File: src/rtl/tcp_tx_pkg.sv
// rtl/tcp_tx_pkg.sv - shared types and pointer helper for the TCP TX segment issue block
package tcp_tx_pkg;

  localparam int TX_PTR_W = 11;

  typedef logic [TX_PTR_W:0] ptr_t;

  typedef struct packed {
    ptr_t ptr;
    ptr_t size;
  } seg_req_t;

  typedef enum logic {
    ST_IDLE  = 1'b0,
    ST_ISSUE = 1'b1
  } state_t;

  // Pointers carry a wrap bit, so plain subtraction is the distance mod 2^(PTR_W+1)
  function automatic ptr_t ptr_diff(input ptr_t a, input ptr_t b);
    return a - b;
  endfunction

endpackage

File: src/rtl/seg_size_calc_w_window.sv
// rtl/seg_size_calc_w_window.sv - allowed segment size: min(MSS, unsent app data, usable peer window)
module seg_size_calc_w_window
  import tcp_tx_pkg::*;
#(
  parameter int PTR_W        = TX_PTR_W,
  parameter int WIN_SIZE_W   = 16,
  parameter int MAX_SEG_SIZE = 1024
) (
  input  logic [PTR_W:0]      i_trail_ptr,
  input  logic [PTR_W:0]      i_lead_ptr,
  input  logic [PTR_W:0]      i_next_ptr,
  input  logic [WIN_SIZE_W-1:0] i_curr_win,
  output logic [PTR_W:0]      o_seg_size
);

  localparam int CW = ((WIN_SIZE_W > PTR_W + 1) ? WIN_SIZE_W : PTR_W + 1) + 1;

  logic [PTR_W:0] w_avail;
  logic [PTR_W:0] w_in_flight;
  logic [CW-1:0]  w_avail_x;
  logic [CW-1:0]  w_in_flight_x;
  logic [CW-1:0]  w_win_x;
  logic [CW-1:0]  w_usable;
  logic [CW-1:0]  w_mss;
  logic [CW-1:0]  w_min1;
  logic [CW-1:0]  w_min2;
  logic           w_unused_hi;

  assign w_avail       = ptr_diff(i_lead_ptr, i_next_ptr);
  assign w_in_flight   = ptr_diff(i_next_ptr, i_trail_ptr);
  assign w_avail_x     = CW'(w_avail);
  assign w_in_flight_x = CW'(w_in_flight);
  assign w_win_x       = CW'(i_curr_win);
  assign w_mss         = CW'(MAX_SEG_SIZE);

  // trail+win-next clamped at zero, evaluated without wrapping the wide window
  assign w_usable = (w_win_x > w_in_flight_x) ? (w_win_x - w_in_flight_x) : '0;
  assign w_min1   = (w_avail_x < w_mss) ? w_avail_x : w_mss;
  assign w_min2   = (w_usable < w_min1) ? w_usable : w_min1;

  // Result never exceeds w_avail, so the upper bits are always zero
  assign o_seg_size  = w_min2[PTR_W:0];
  assign w_unused_hi = ^w_min2[CW-1:PTR_W+1];

endmodule

File: src/rtl/tcp_tx_seg_issue.sv
// rtl/tcp_tx_seg_issue.sv - per-flow TX segment scheduler; optional counters under TCP_TX_SEG_ISSUE_STATS_EN
module tcp_tx_seg_issue
  import tcp_tx_pkg::*;
#(
  parameter int PTR_W        = TX_PTR_W,
  parameter int WIN_SIZE_W   = 16,
  parameter int MAX_SEG_SIZE = 1024
) (
  input  logic                  i_clk,
  input  logic                  i_rst,
  input  logic                  i_init_val,
  input  logic [PTR_W:0]        i_init_ptr,
  input  logic [PTR_W:0]        i_trail_ptr,
  input  logic [PTR_W:0]        i_lead_ptr,
  input  logic [WIN_SIZE_W-1:0] i_curr_win,
  input  logic                  i_retx_req,
  output logic                  o_seg_req_val,
  input  logic                  i_seg_req_rdy,
  output logic [PTR_W:0]        o_seg_req_ptr,
  output logic [PTR_W:0]        o_seg_req_size,
  output logic [PTR_W:0]        o_next_send_ptr,
`ifdef TCP_TX_SEG_ISSUE_STATS_EN
  output logic [31:0]           o_stat_segs_sent,
  output logic [15:0]           o_stat_retx_cnt,
`endif
  output logic                  o_data_in_flight
);

  state_t   r_state, w_state_nxt;
  ptr_t     r_next, w_next_nxt;
  seg_req_t r_req, w_req_nxt;
  logic     r_pend, w_pend_nxt;
  ptr_t     w_seg_calc;

  seg_size_calc_w_window #(
    .PTR_W       (PTR_W),
    .WIN_SIZE_W  (WIN_SIZE_W),
    .MAX_SEG_SIZE(MAX_SEG_SIZE)
  ) u_calc (
    .i_trail_ptr(i_trail_ptr),
    .i_lead_ptr (i_lead_ptr),
    .i_next_ptr (r_next),
    .i_curr_win (i_curr_win),
    .o_seg_size (w_seg_calc)
  );

  always_ff @(posedge i_clk) begin
    if (i_rst) begin
      r_state <= ST_IDLE;
      r_next  <= '0;
      r_req   <= '0;
      r_pend  <= 1'b0;
    end else begin
      r_state <= w_state_nxt;
      r_next  <= w_next_nxt;
      r_req   <= w_req_nxt;
      r_pend  <= w_pend_nxt;
    end
  end

  always_comb begin
    w_state_nxt = r_state;
    w_next_nxt  = r_next;
    w_req_nxt   = r_req;
    w_pend_nxt  = r_pend;
    if (i_init_val) begin
      w_state_nxt = ST_IDLE;
      w_next_nxt  = i_init_ptr;
      w_pend_nxt  = 1'b0;
    end else begin
      case (r_state)
        ST_IDLE: begin
          if (i_retx_req || r_pend) begin
            w_next_nxt = i_trail_ptr;
            w_pend_nxt = 1'b0;
          end else if (ptr_diff(r_next, i_trail_ptr) > ptr_diff(i_lead_ptr, i_trail_ptr)) begin
            // ACK moved past next_send_ptr: snap forward to the new trail
            w_next_nxt = i_trail_ptr;
          end else if (w_seg_calc != '0) begin
            w_req_nxt.ptr  = r_next;
            w_req_nxt.size = w_seg_calc;
            w_state_nxt    = ST_ISSUE;
          end
        end
        ST_ISSUE: begin
          if (i_retx_req) begin
            w_pend_nxt = 1'b1;
          end
          if (i_seg_req_rdy) begin
            w_next_nxt  = r_req.ptr + r_req.size;
            w_state_nxt = ST_IDLE;
          end
        end
        default: w_state_nxt = ST_IDLE;
      endcase
    end
  end

  assign o_seg_req_val    = (r_state == ST_ISSUE);
  assign o_seg_req_ptr    = r_req.ptr;
  assign o_seg_req_size   = r_req.size;
  assign o_next_send_ptr  = r_next;
  assign o_data_in_flight = (r_next != i_trail_ptr);

`ifdef TCP_TX_SEG_ISSUE_STATS_EN
  logic        w_hs;
  logic        w_rew;
  logic [31:0] r_segs_sent;
  logic [15:0] r_retx_cnt;

  assign w_hs  = !i_init_val && (r_state == ST_ISSUE) && i_seg_req_rdy;
  assign w_rew = !i_init_val && (r_state == ST_IDLE) && (i_retx_req || r_pend);

  always_ff @(posedge i_clk) begin
    if (i_rst) begin
      r_segs_sent <= '0;
      r_retx_cnt  <= '0;
    end else begin
      if (w_hs && (r_segs_sent != '1)) r_segs_sent <= r_segs_sent + 32'd1;
      if (w_rew && (r_retx_cnt != '1)) r_retx_cnt <= r_retx_cnt + 16'd1;
    end
  end

  assign o_stat_segs_sent = r_segs_sent;
  assign o_stat_retx_cnt  = r_retx_cnt;
`endif

endmodule
File: config.mk
export PLATFORM = sky130hd
export DESIGN_NAME = tcp_tx_seg_issue
export DESIGN_NICKNAME = d
export VERILOG_FILES = /design/src/rtl/tcp_tx_pkg.sv /design/src/rtl/seg_size_calc_w_window.sv /design/src/rtl/tcp_tx_seg_issue.sv
export SDC_FILE = /design/constraint.sdc
export NUM_CORES = 1
export LEC_CHECK = 0
export ABC_AREA = 1
export CAP_MARGIN = 10
export CORE_MARGIN = 2
export CORE_UTILIZATION = 60
export DETAILED_ROUTE_END_ITERATION = 12
export DONT_BUFFER_PORTS = 1
export GPL_TIMING_DRIVEN = 0
export PLACE_DENSITY = 0.74
export SYNTH_ARGS = -nofsm -noshare
export SYNTH_HDL_FRONTEND = slang
export SYNTH_SLANG_ARGS = --single-unit
File: constraint.sdc
create_clock -name i_clk -period 7 [get_ports i_clk]
set_input_delay 1.75 -clock i_clk [delete_from_list [all_inputs] [get_ports i_clk]]
set_output_delay 1.75 -clock i_clk [all_outputs]
set_load 0.005 [all_outputs]
Yosys cells after proc, flatten, opt, wreduce, memory -nomap -nowiden --
Cells that the tools add are included.
Operators by class: add/subtract/negate cells 5, magnitude comparators 4, eq/ne operators 5, muxes and demuxes 16, bitwise gates (word level) 4, reductions and logical operators 6
Operators by type and width (count):
- 12-bit two-way mux | 6
- 12-bit subtractor | 3
- 12-bit one-hot mux with 2 select lines | 1
- 17-bit by 12-bit < comparator with 1-bit output | 1
- 17-bit two-way mux | 1
- 16-bit by 12-bit subtractor with 17-bit output | 1
- 16-bit by 12-bit > comparator with 1-bit output | 1
- 12-bit adder | 1
- 12-bit > comparator | 1
- 12-bit by 11-bit < comparator with 1-bit output, second input constant | 1
- 12-bit inequality test | 1
- 12-bit nonzero test | 1
- 1-bit two-way mux | 6
- 5-bit AND reduction | 1
- 2-bit inequality test, second input constant | 2
- 4-bit inequality test, second input constant | 1
- 1-bit NOT | 4
- 1-bit one-hot mux with 2 select lines | 2
- 2-bit AND reduction | 2
- 3-bit inequality test, second input constant | 1
- 2-bit OR reduction | 1
- 1-bit logical OR | 1
Storage, ports and cells: register bits 38, bits of input ports 57, output and inout port bits 38, word-level logic and storage cells 45

Depth between registers and ports, before layout --
Gate-level depths: netlist of run 1.
word-level depth 10, depth in mapped cells 46, mapped depth without buffers 46

Modules after synthesis --
Synthesis of run 1 repeated with hierarchy kept, for this count alone.
Unflattened totals: cell total of the unflattened synthesis 1000, area, all modules 6206.0 µm²
Modules (own cells, without submodules):
- tcp_tx_seg_issue | times used 1, cells each 552, area an instance 3688.5 µm², sequential area each 760.7 µm²
- seg_size_calc_w_window | times used 1, cells each 448, area an instance 2517.4 µm², sequential area each 0.0 µm²

Least setup slack after synthesis of run 1 --
OpenSTA, ideal clock, no wires.
path type input -> register, start point input i_trail_ptr[2], end point register r_req, in the netlist o_seg_req_ptr[10], setup time 115 ps, data arrival time 6397 ps, required time 6885 ps, setup slack 488 ps, stages on the path 41, buffers on the path 2, cells stage by stage inv_1 -> ha_1 -> a21oi_1 -> and2_1 -> nor2_1 -> o21ai_0 -> nand2_1 -> a21oi_1 -> o21ai_0 -> nand2_1 -> nand2_1 -> nand2_1 -> nand2_1 -> a21oi_1 -> o21bai_1 -> xnor2_1 -> inv_1 -> ha_1 -> [5 not listed] -> nand3_2 -> nand2_4 -> nor3_1 -> ha_1 -> a21oi_1 -> o21ai_0 -> a31oi_1 -> nor2_2 -> nor2_4 -> buf_6 -> nand3b_1 -> nand2_1 -> nand2_1 -> nor2_2 -> nand3_4 -> buf_2 -> a21oi_1 -> nor2_1
Between the ends: cells in the longest elaborated chain, start to end 7, elaborated cells between the ends (all ways) 11, classes of those cells add/sub (3); order compare (3); mux (2); bitwise (1); reduce/logical (2)
Ends and longest elaborated chain:
- start, declared | line tcp_tx_seg_issue.sv:13 | input logic [PTR_W:0] i_trail_ptr,
- 12-bit subtractor | line tcp_tx_pkg.sv:20 | return a - b;
- 16-bit by 12-bit subtractor with 17-bit output / 16-bit by 12-bit > comparator with 1-bit output (equally long branches) | line seg_size_calc_w_window.sv:37 | assign w_usable = (w_win_x > w_in_flight_x) ? (w_win_x - w_in_flight_x) : '0;
- 17-bit two-way mux | line seg_size_calc_w_window.sv:37
- 17-bit by 12-bit < comparator with 1-bit output | line seg_size_calc_w_window.sv:39 | assign w_min2 = (w_usable < w_min1) ? w_usable : w_min1;
- 12-bit two-way mux | line seg_size_calc_w_window.sv:39
- 12-bit nonzero test | line tcp_tx_seg_issue.sv:79 | end else if (w_seg_calc != '0) begin
- 5-bit AND reduction (no line) (*)
- end signal, assigned | line tcp_tx_seg_issue.sv:56 | r_req <= w_req_nxt;
- end, declared | line tcp_tx_seg_issue.sv:31 | seg_req_t r_req, w_req_nxt;
Mark *: on every way between the ends. The rest lies on a longest branch, timed or not. A chain may end at the register's enable or synchronous reset.

Final worst setup path of run 1 --
start point input i_trail_ptr[0], end point register r_req, in the netlist o_seg_req_size[3]
Between the ends: cells in the longest elaborated chain, start to end 7, elaborated cells between the ends (all ways) 11, classes of those cells add/sub (3); order compare (3); mux (2); bitwise (1); reduce/logical (2)
Ends and longest elaborated chain (line):
- 12-bit subtractor | tcp_tx_pkg.sv:20
- 16-bit by 12-bit subtractor with 17-bit output / 16-bit by 12-bit > comparator with 1-bit output (equally long branches) | seg_size_calc_w_window.sv:37
- 17-bit two-way mux | seg_size_calc_w_window.sv:37
- 17-bit by 12-bit < comparator with 1-bit output | seg_size_calc_w_window.sv:39
- 12-bit two-way mux | seg_size_calc_w_window.sv:39
- 12-bit nonzero test | tcp_tx_seg_issue.sv:79
- 5-bit AND reduction (no line)
Parallel ways exist; a longest one is shown, timed or not.

==> flow_summary_export.csv, run 1 <==
group,metric,value,unit
run_status,outcome,"complete, no violations",
sta,fin_ws,129.2,ps
sta,maxSlewViolCount,0,
sta,max_freq,145.5,MHz
grt,overflow,0,
setup_path,cp_max_fo,10,
synth,synth.avg_cell_area,6.308,um2
synth,synth_top_area_share,17.80,%
setup_path,crit_type,"input pin to flip-flop",
power,p_leak,3.242,nW
sta,rsz0062_at_grt,"yes",
floorplan,io_pins,95,
clock_network,path_clk_slew,80,ps
synth,ys_seq_area_share,13.88,%
grt,grt_max_degree,14,
clock_network,cts_tree,"built",
setup_path,slowest_delay,420,ps
setup_path,crit_family,"simple AND/OR/NAND/NOR gates",
floorplan,die_area,9916,um2
final_layout,antennaDiodeCount,0,
power,seqPwrFrac,15.2,%
placement,post-place-ws,-499.3,ps
placement,dpl-instance-area,5617,um2
setup_path,critPathSlowestCell,"fa_2",
synth,ys_ff_latch,38,
synth,ys_types,43,
synth,synth_top_area_cell,"ha_1",
setup_path,crit_top_cell,"nor2_1",
synth,synth-main-ff-cell,"dfxtp_1",
detailed_routing,wl_per_cell,17.22,um
clock_network,cts_made_buffers,5,
setup_path,worstSetupStartpointType,"input pin",
placement,io_buffers,0,
synth,syn_area,5482,um2
power,power-per-cell-area,328.3,nW/um2
power,combPwrFrac,74.0,%
clock_network,ctsHoldBuffers,0,
placement,gp_congestion,0.9549,
clock_network,cts_buffer_depth,2,
grt,antenna_found_initial,0,
synth,yosys-top-cells-area,"ha_1 (18%), nand2_1 (15%), dfxtp_1 (14%)",
sta,finalSetupViolCount,0,
detailed_routing,firstDrtPassIters,5,
grt,grt_use_total,33.08,%
floorplan,row_count,34,
detailed_routing,drc,0,
detailed_routing,routed_wirelength,17550,um
sta,min_period,6871,ps
power,power_switching_share,50.69,%
setup_path,crit_arrival,7060,ps
detailed_routing,drt_iter0_drc,334,
power,ir_worst_vdd,0.0001592,V
setup_path,crit_required,7190,ps
grt,grt_pass1_vias,5449,
hold_path,hp-class,"flip-flop to flip-flop",
run,max_cap_violations,0,
sta,clock_skew,5.234,ps
floorplan,die_x,99.58,um
placement,dp.final_hpwl,13520,um
detailed_routing,viasPerCell,5.807,
clock_network,h-tree-depth,2,
floorplan,start_util,62.25,%
final_layout,postLayoutCoreUtil,73.66,%
sta,worst_pin_slew,742.9,ps
synth,synthArstFlopShare,0,%
power,power_switching,1.079,mW
final_layout,nets,1050,
detailed_routing,vias,5917,
final_layout,fin_area,6486,um2
clock_network,cts_sinks,38,
synth,synth_fp_nets,1009,
sta,slew_headroom,50.47,%
setup_path,reg2reg_slack,1020,ps
synth,synth-edff-count,0,
final_layout,layout-drive-gt1-share,17.89,%
sta,fin_crit_sh,98.15,%
floorplan,coreArea,8806,um2
setup_path,end_kind,"flip-flop",
power,clockPowerShare,10.8,%
final_layout,final_cell_mix,"nand2_1 (201), inv_1 (128), ha_1 (71), a21oi_1 (70), nor2_1 (65)",
floorplan,die_h,99.58,um
power,intPower,1.050,mW
setup_path,path_buf_inv,5,
clock_network,clock_latency,300,ps
synth,yosys_warnings,0,
sta,finalHoldViolCount,0,
final_layout,syn2layout_area_growth,18.33,%
clock_network,root_buffer,"clkbuf_8",
synth,synth_cells,869,
detailed_routing,ant_nets,0,
final_layout,mostFrequentLayoutCell,"nand2_1",
grt,grt_pass1_wl,26150,um
final_layout,fill_cells,733,
registers in the layout, summed over array words and instances (netlist names):
register	count
o_seg_req_size	12
o_seg_req_val	1
r_pend	1
o_seg_req_ptr	12
o_next_send_ptr	12
synth_stat cells, types with 5 or more instances:
cell / number
a21oi_1: 83
a31oi_1: 10
clkbuf_1: 11
dfxtp_1: 38
fa_1: 5
ha_1: 78
inv_1: 130
inv_2: 6
nand2_1: 223
nand2_2: 5
nand3_1: 33
nand3_2: 21
nand3b_1: 10
nand4_1: 10
nor2_1: 73
nor2_2: 6
nor3_1: 7
o21ai_0: 30
or2_2: 5
xnor2_1: 16
xor2_1: 26
through the flow:
step / TNS (ps) / cells / hold slack (ps) / power (mW)
floorplan: 0 / 869 / 460.1 / 1.258
global placement: -9867 / 977 / 478.1 / 1.507
detailed placement: -11610 / 977 / 486.0 / 1.543
CTS: 0 / 985 / 498.4 / 1.787
global route: -5422 / 1019 / 508.9 / 2.316
finish: 0 / 1019 / 494.3 / 2.129
per-layer routing:
layer  global-route usage [%]  wire [um]  up-vias
li1                         -          -     2910
met1                    43.44       7417     2711
met2                    55.09       8158      259
met3                    6.254       1483       37
met4                    10.12        491        0
met5                        0          0        -
cell families after synthesis:
family / Yosys count / share of synthesized area [%]
adder cells (fa/ha/maj): 83 / 19.63
buffers and inverters: 159 / 11.60
AND/OR/NAND/NOR: 401 / 33.55
XOR/XNOR: 42 / 6.711
AO/OA/AOI/OAI: 146 / 14.63
flip-flops: 38 / 13.88
power by group through the flow:
stage | Combinational (mW) | Sequential (mW) | Clock, mW
CTS | 1.23 | 0.321 | 0.231
floorplan | 0.956 | 0.302 | 0
finish | 1.58 | 0.324 | 0.230
global placement | 1.18 | 0.324 | 0
global route | 1.75 | 0.330 | 0.240
detailed placement | 1.22 | 0.326 | 0
tightest hold or removal path, delay by kind of cell, from the launching register on:
| kind | cells | cell delay, ps |
|---|---|---|
| simple gates | 2 | 110 |
| flops | 1 | 350 |
layout make-up:
| class | instances | area [um2] | share of cell area (%) |
|---|---|---|---|
| Clock inverter | 3 | 68.82 | 1.061 |
| Multi-Input combinational cell | 674 | 4457 | 68.71 |
| Clock buffer | 5 | 68.82 | 1.061 |
| Buffer | 20 | 143.9 | 2.218 |
| Timing Repair Buffer | 32 | 317.8 | 4.900 |
| Inverter | 139 | 534.3 | 8.237 |
| Tap cell | 108 | 135.1 | 2.083 |
| Sequential cell | 38 | 760.7 | 11.73 |
timing repair:
item                                    in CTS  in global routing
gates resized for setup                      5                 95
cloned                                       0                  7
pin swaps                                    1                 30
endpoints found under the setup margin      25                 25
hold endpoints to repair                     0                  0
buffers inserted                             0                 27
worst paths after layout:
kind	end	depth (start not counted)	start
setup / recovery	o_seg_req_size[3]	39	i_trail_ptr[0]
hold / removal	o_seg_req_size[11]	2	o_seg_req_size[11]
setup reg to reg	o_seg_req_size[3]	40	o_next_send_ptr[0]
hold reg to reg	o_seg_req_size[11]	2	o_seg_req_size[11]
(Power assumes the default switching activity.)
==> inputs of run 2 (changes only) <==
Settings changed: CELL_PAD_IN_SITES_DETAIL_PLACEMENT set to 0, CELL_PAD_IN_SITES_GLOBAL_PLACEMENT set to 1, CORE_UTILIZATION 60 to 46, PLACE_DENSITY 0.74 to 0.8.
==> flow_summary_export.csv, run 2 (synthesis gave the netlist of run 1 again) <==
group,metric,value,unit
placement,io_buffers,0,
power,ir_worst_vdd,0.0001969,V
setup_path,reg2reg_slack,1100,ps
setup_path,path_buf_inv,4,
sta,fin_crit_sh,97.34,%
sta,clock_skew,9.437,ps
sta,setup_tns,0,ps
clock_network,path_clk_slew,70,ps
setup_path,worstSetupStartpointType,"input pin",
grt,grt_use_total,26.60,%
clock_network,h-tree-depth,2,
sta,min_period,6814,ps
floorplan,die_h,113.2,um
final_layout,layout-drive-gt1-share,16.52,%
setup_path,crit_type,"input pin to flip-flop",
clock_network,root_buffer,"clkbuf_16",
floorplan,die_area,12810,um2
clock_network,cts_made_buffers,5,
sta,slew_headroom,55.76,%
power,p_total,2.163,mW
sta,finalHoldViolCount,0,
final_layout,syn2layout_area_growth,17.87,%
floorplan,row_count,39,
sta,max_freq,146.8,MHz
detailed_routing,routed_wirelength,17890,um
setup_path,end_kind,"flip-flop",
sta,finalSetupViolCount,0,
detailed_routing,drt_iter0_drc,344,
sta,maxSlewViolCount,0,
grt,grt_pass1_wl,27190,um
setup_path,crit_required,7170,ps
sta,worst_pin_slew,663.6,ps
setup_path,crit_arrival,6980,ps
hold_path,whs_path_depth,2,
grt,grt_max_degree,14,
detailed_routing,viasPerCell,5.460,
run_status,outcome,"complete, no violations",
placement,gp_congestion,0.9054,
final_layout,final_cell_mix,"nand2_1 (204), inv_1 (124), a21oi_1 (74), ha_1 (69), nor2_1 (68)",
final_layout,antennaDiodeCount,0,
clock_network,cts_buffer_depth,2,
detailed_routing,firstDrtPassIters,5,
hold_path,hp-start,"o_seg_req_size[11]",
clock_network,ctsHoldBuffers,0,
hold_path,hp-class,"flip-flop to flip-flop",
detailed_routing,wl_per_cell,17.12,um
grt,grt_pass1_vias,5313,
power,p_leak,3.208,nW
floorplan,io_pins,95,
grt,overflow,0,
power,power-per-cell-area,334.8,nW/um2
detailed_routing,drc,0,
final_layout,postLayoutCoreUtil,56.11,%
placement,dp.final_hpwl,14360,um
setup_path,cp_max_fo,6,
detailed_routing,vias,5706,
grt,antenna_found_initial,0,
setup_path,crit_family,"simple AND/OR/NAND/NOR gates",
hold_path,holdPathEnd,"o_seg_req_size[11]",
setup_path,crit_top_cell,"nand2_1",
setup_path,reg2regPathDepth,41,
clock_network,cts_sinks,38,
final_layout,mostFrequentLayoutCell,"nand2_1",
floorplan,coreArea,11520,um2
setup_path,reg2reg_to,"o_seg_req_size[0]",
setup_path,critPathSlowestCell,"fa_2",
setup_path,r2r_start,"o_next_send_ptr[0]",
run,max_cap_violations,0,
clock_network,clock_latency,280,ps
final_layout,nets,1041,
floorplan,start_util,47.60,%
setup_path,slowest_delay,440,ps
detailed_routing,ant_nets,0,
clock_network,cts_tree,"built",
floorplan,die_x,113.2,um
## run 2: cell count changes in the layout (fill, tap and decap cells not counted), sizes merged
| cell | change |
|---|---|
| clkbuf | -1 |
| buf | -8 |
## run 2: what timing repair did
item | in CTS | in global routing
cloned | 0 | 6
endpoints found under the hold margin | 0 | 0
buffers inserted | 0 | 19
pin swaps | 0 | 37
setup endpoints to repair | 25 | 25
resized for setup | 8 | 84
## run 2: per-stage QoR
| step | worst slack (ps) | cells | hold slack (ps) | cell area [um2] |
|---|---|---|---|---|
| after floorplan | 488.5 | 869 | 460.1 | 5482 |
| after global placement | -462.2 | 1012 | 482.9 | 5660 |
| after detailed placement | -540.6 | 1012 | 483.8 | 5660 |
| after CTS | -1.274 | 1020 | 495.1 | 5886 |
| after global routing | -126.4 | 1045 | 510.1 | 6461 |
| final | 186.2 | 1045 | 489.8 | 6461 |
## run 2: final cells by class
cell class	instances	area, um2
multi-input combinational	674	4446
sequential	38	760.7
clock inverter	3	68.82
inverter	139	531.8
buffer	20	138.9
tap	143	178.9
timing repair buffer	23	211.5
clock buffer	5	125.1
fill	1119	5055
## run 2: worst min-delay path, cell delays in order (launching register included)
cell	delay [ps]
dfxtp_1	340
nand2_1	70
nor2_1	30
## run 2: power breakdown
group / internal (mW) / switching [mW]
logic: 0.615 / 0.918
registers: 0.260 / 0.0688
clock network: 0.205 / 0.0963
## run 2: worst max path at each step
stage / start / end / slack, ps / cells past startpoint
after global routing: i_trail_ptr[0] / o_seg_req_ptr[8] / -130 / 42
after global placement: i_trail_ptr[2] / o_seg_req_ptr[7] / -460 / 40
final: i_trail_ptr[1] / o_seg_req_size[0] / 190 / 39
after CTS: i_trail_ptr[0] / o_seg_req_ptr[11] / -1 / 39
after detailed placement: i_trail_ptr[2] / o_seg_req_ptr[11] / -540 / 40
after floorplan: i_trail_ptr[2] / o_seg_req_ptr[10] / 490 / 41
## run 2: routing by layer
layer  global-route usage [%]  vias up  wire length, um
li1                         -     2888                -
met1                    36.10     2632             8226
met2                    43.15      160             8255
met3                    5.088       26              974
met4                    7.398        0              435
met5                        0        -                0
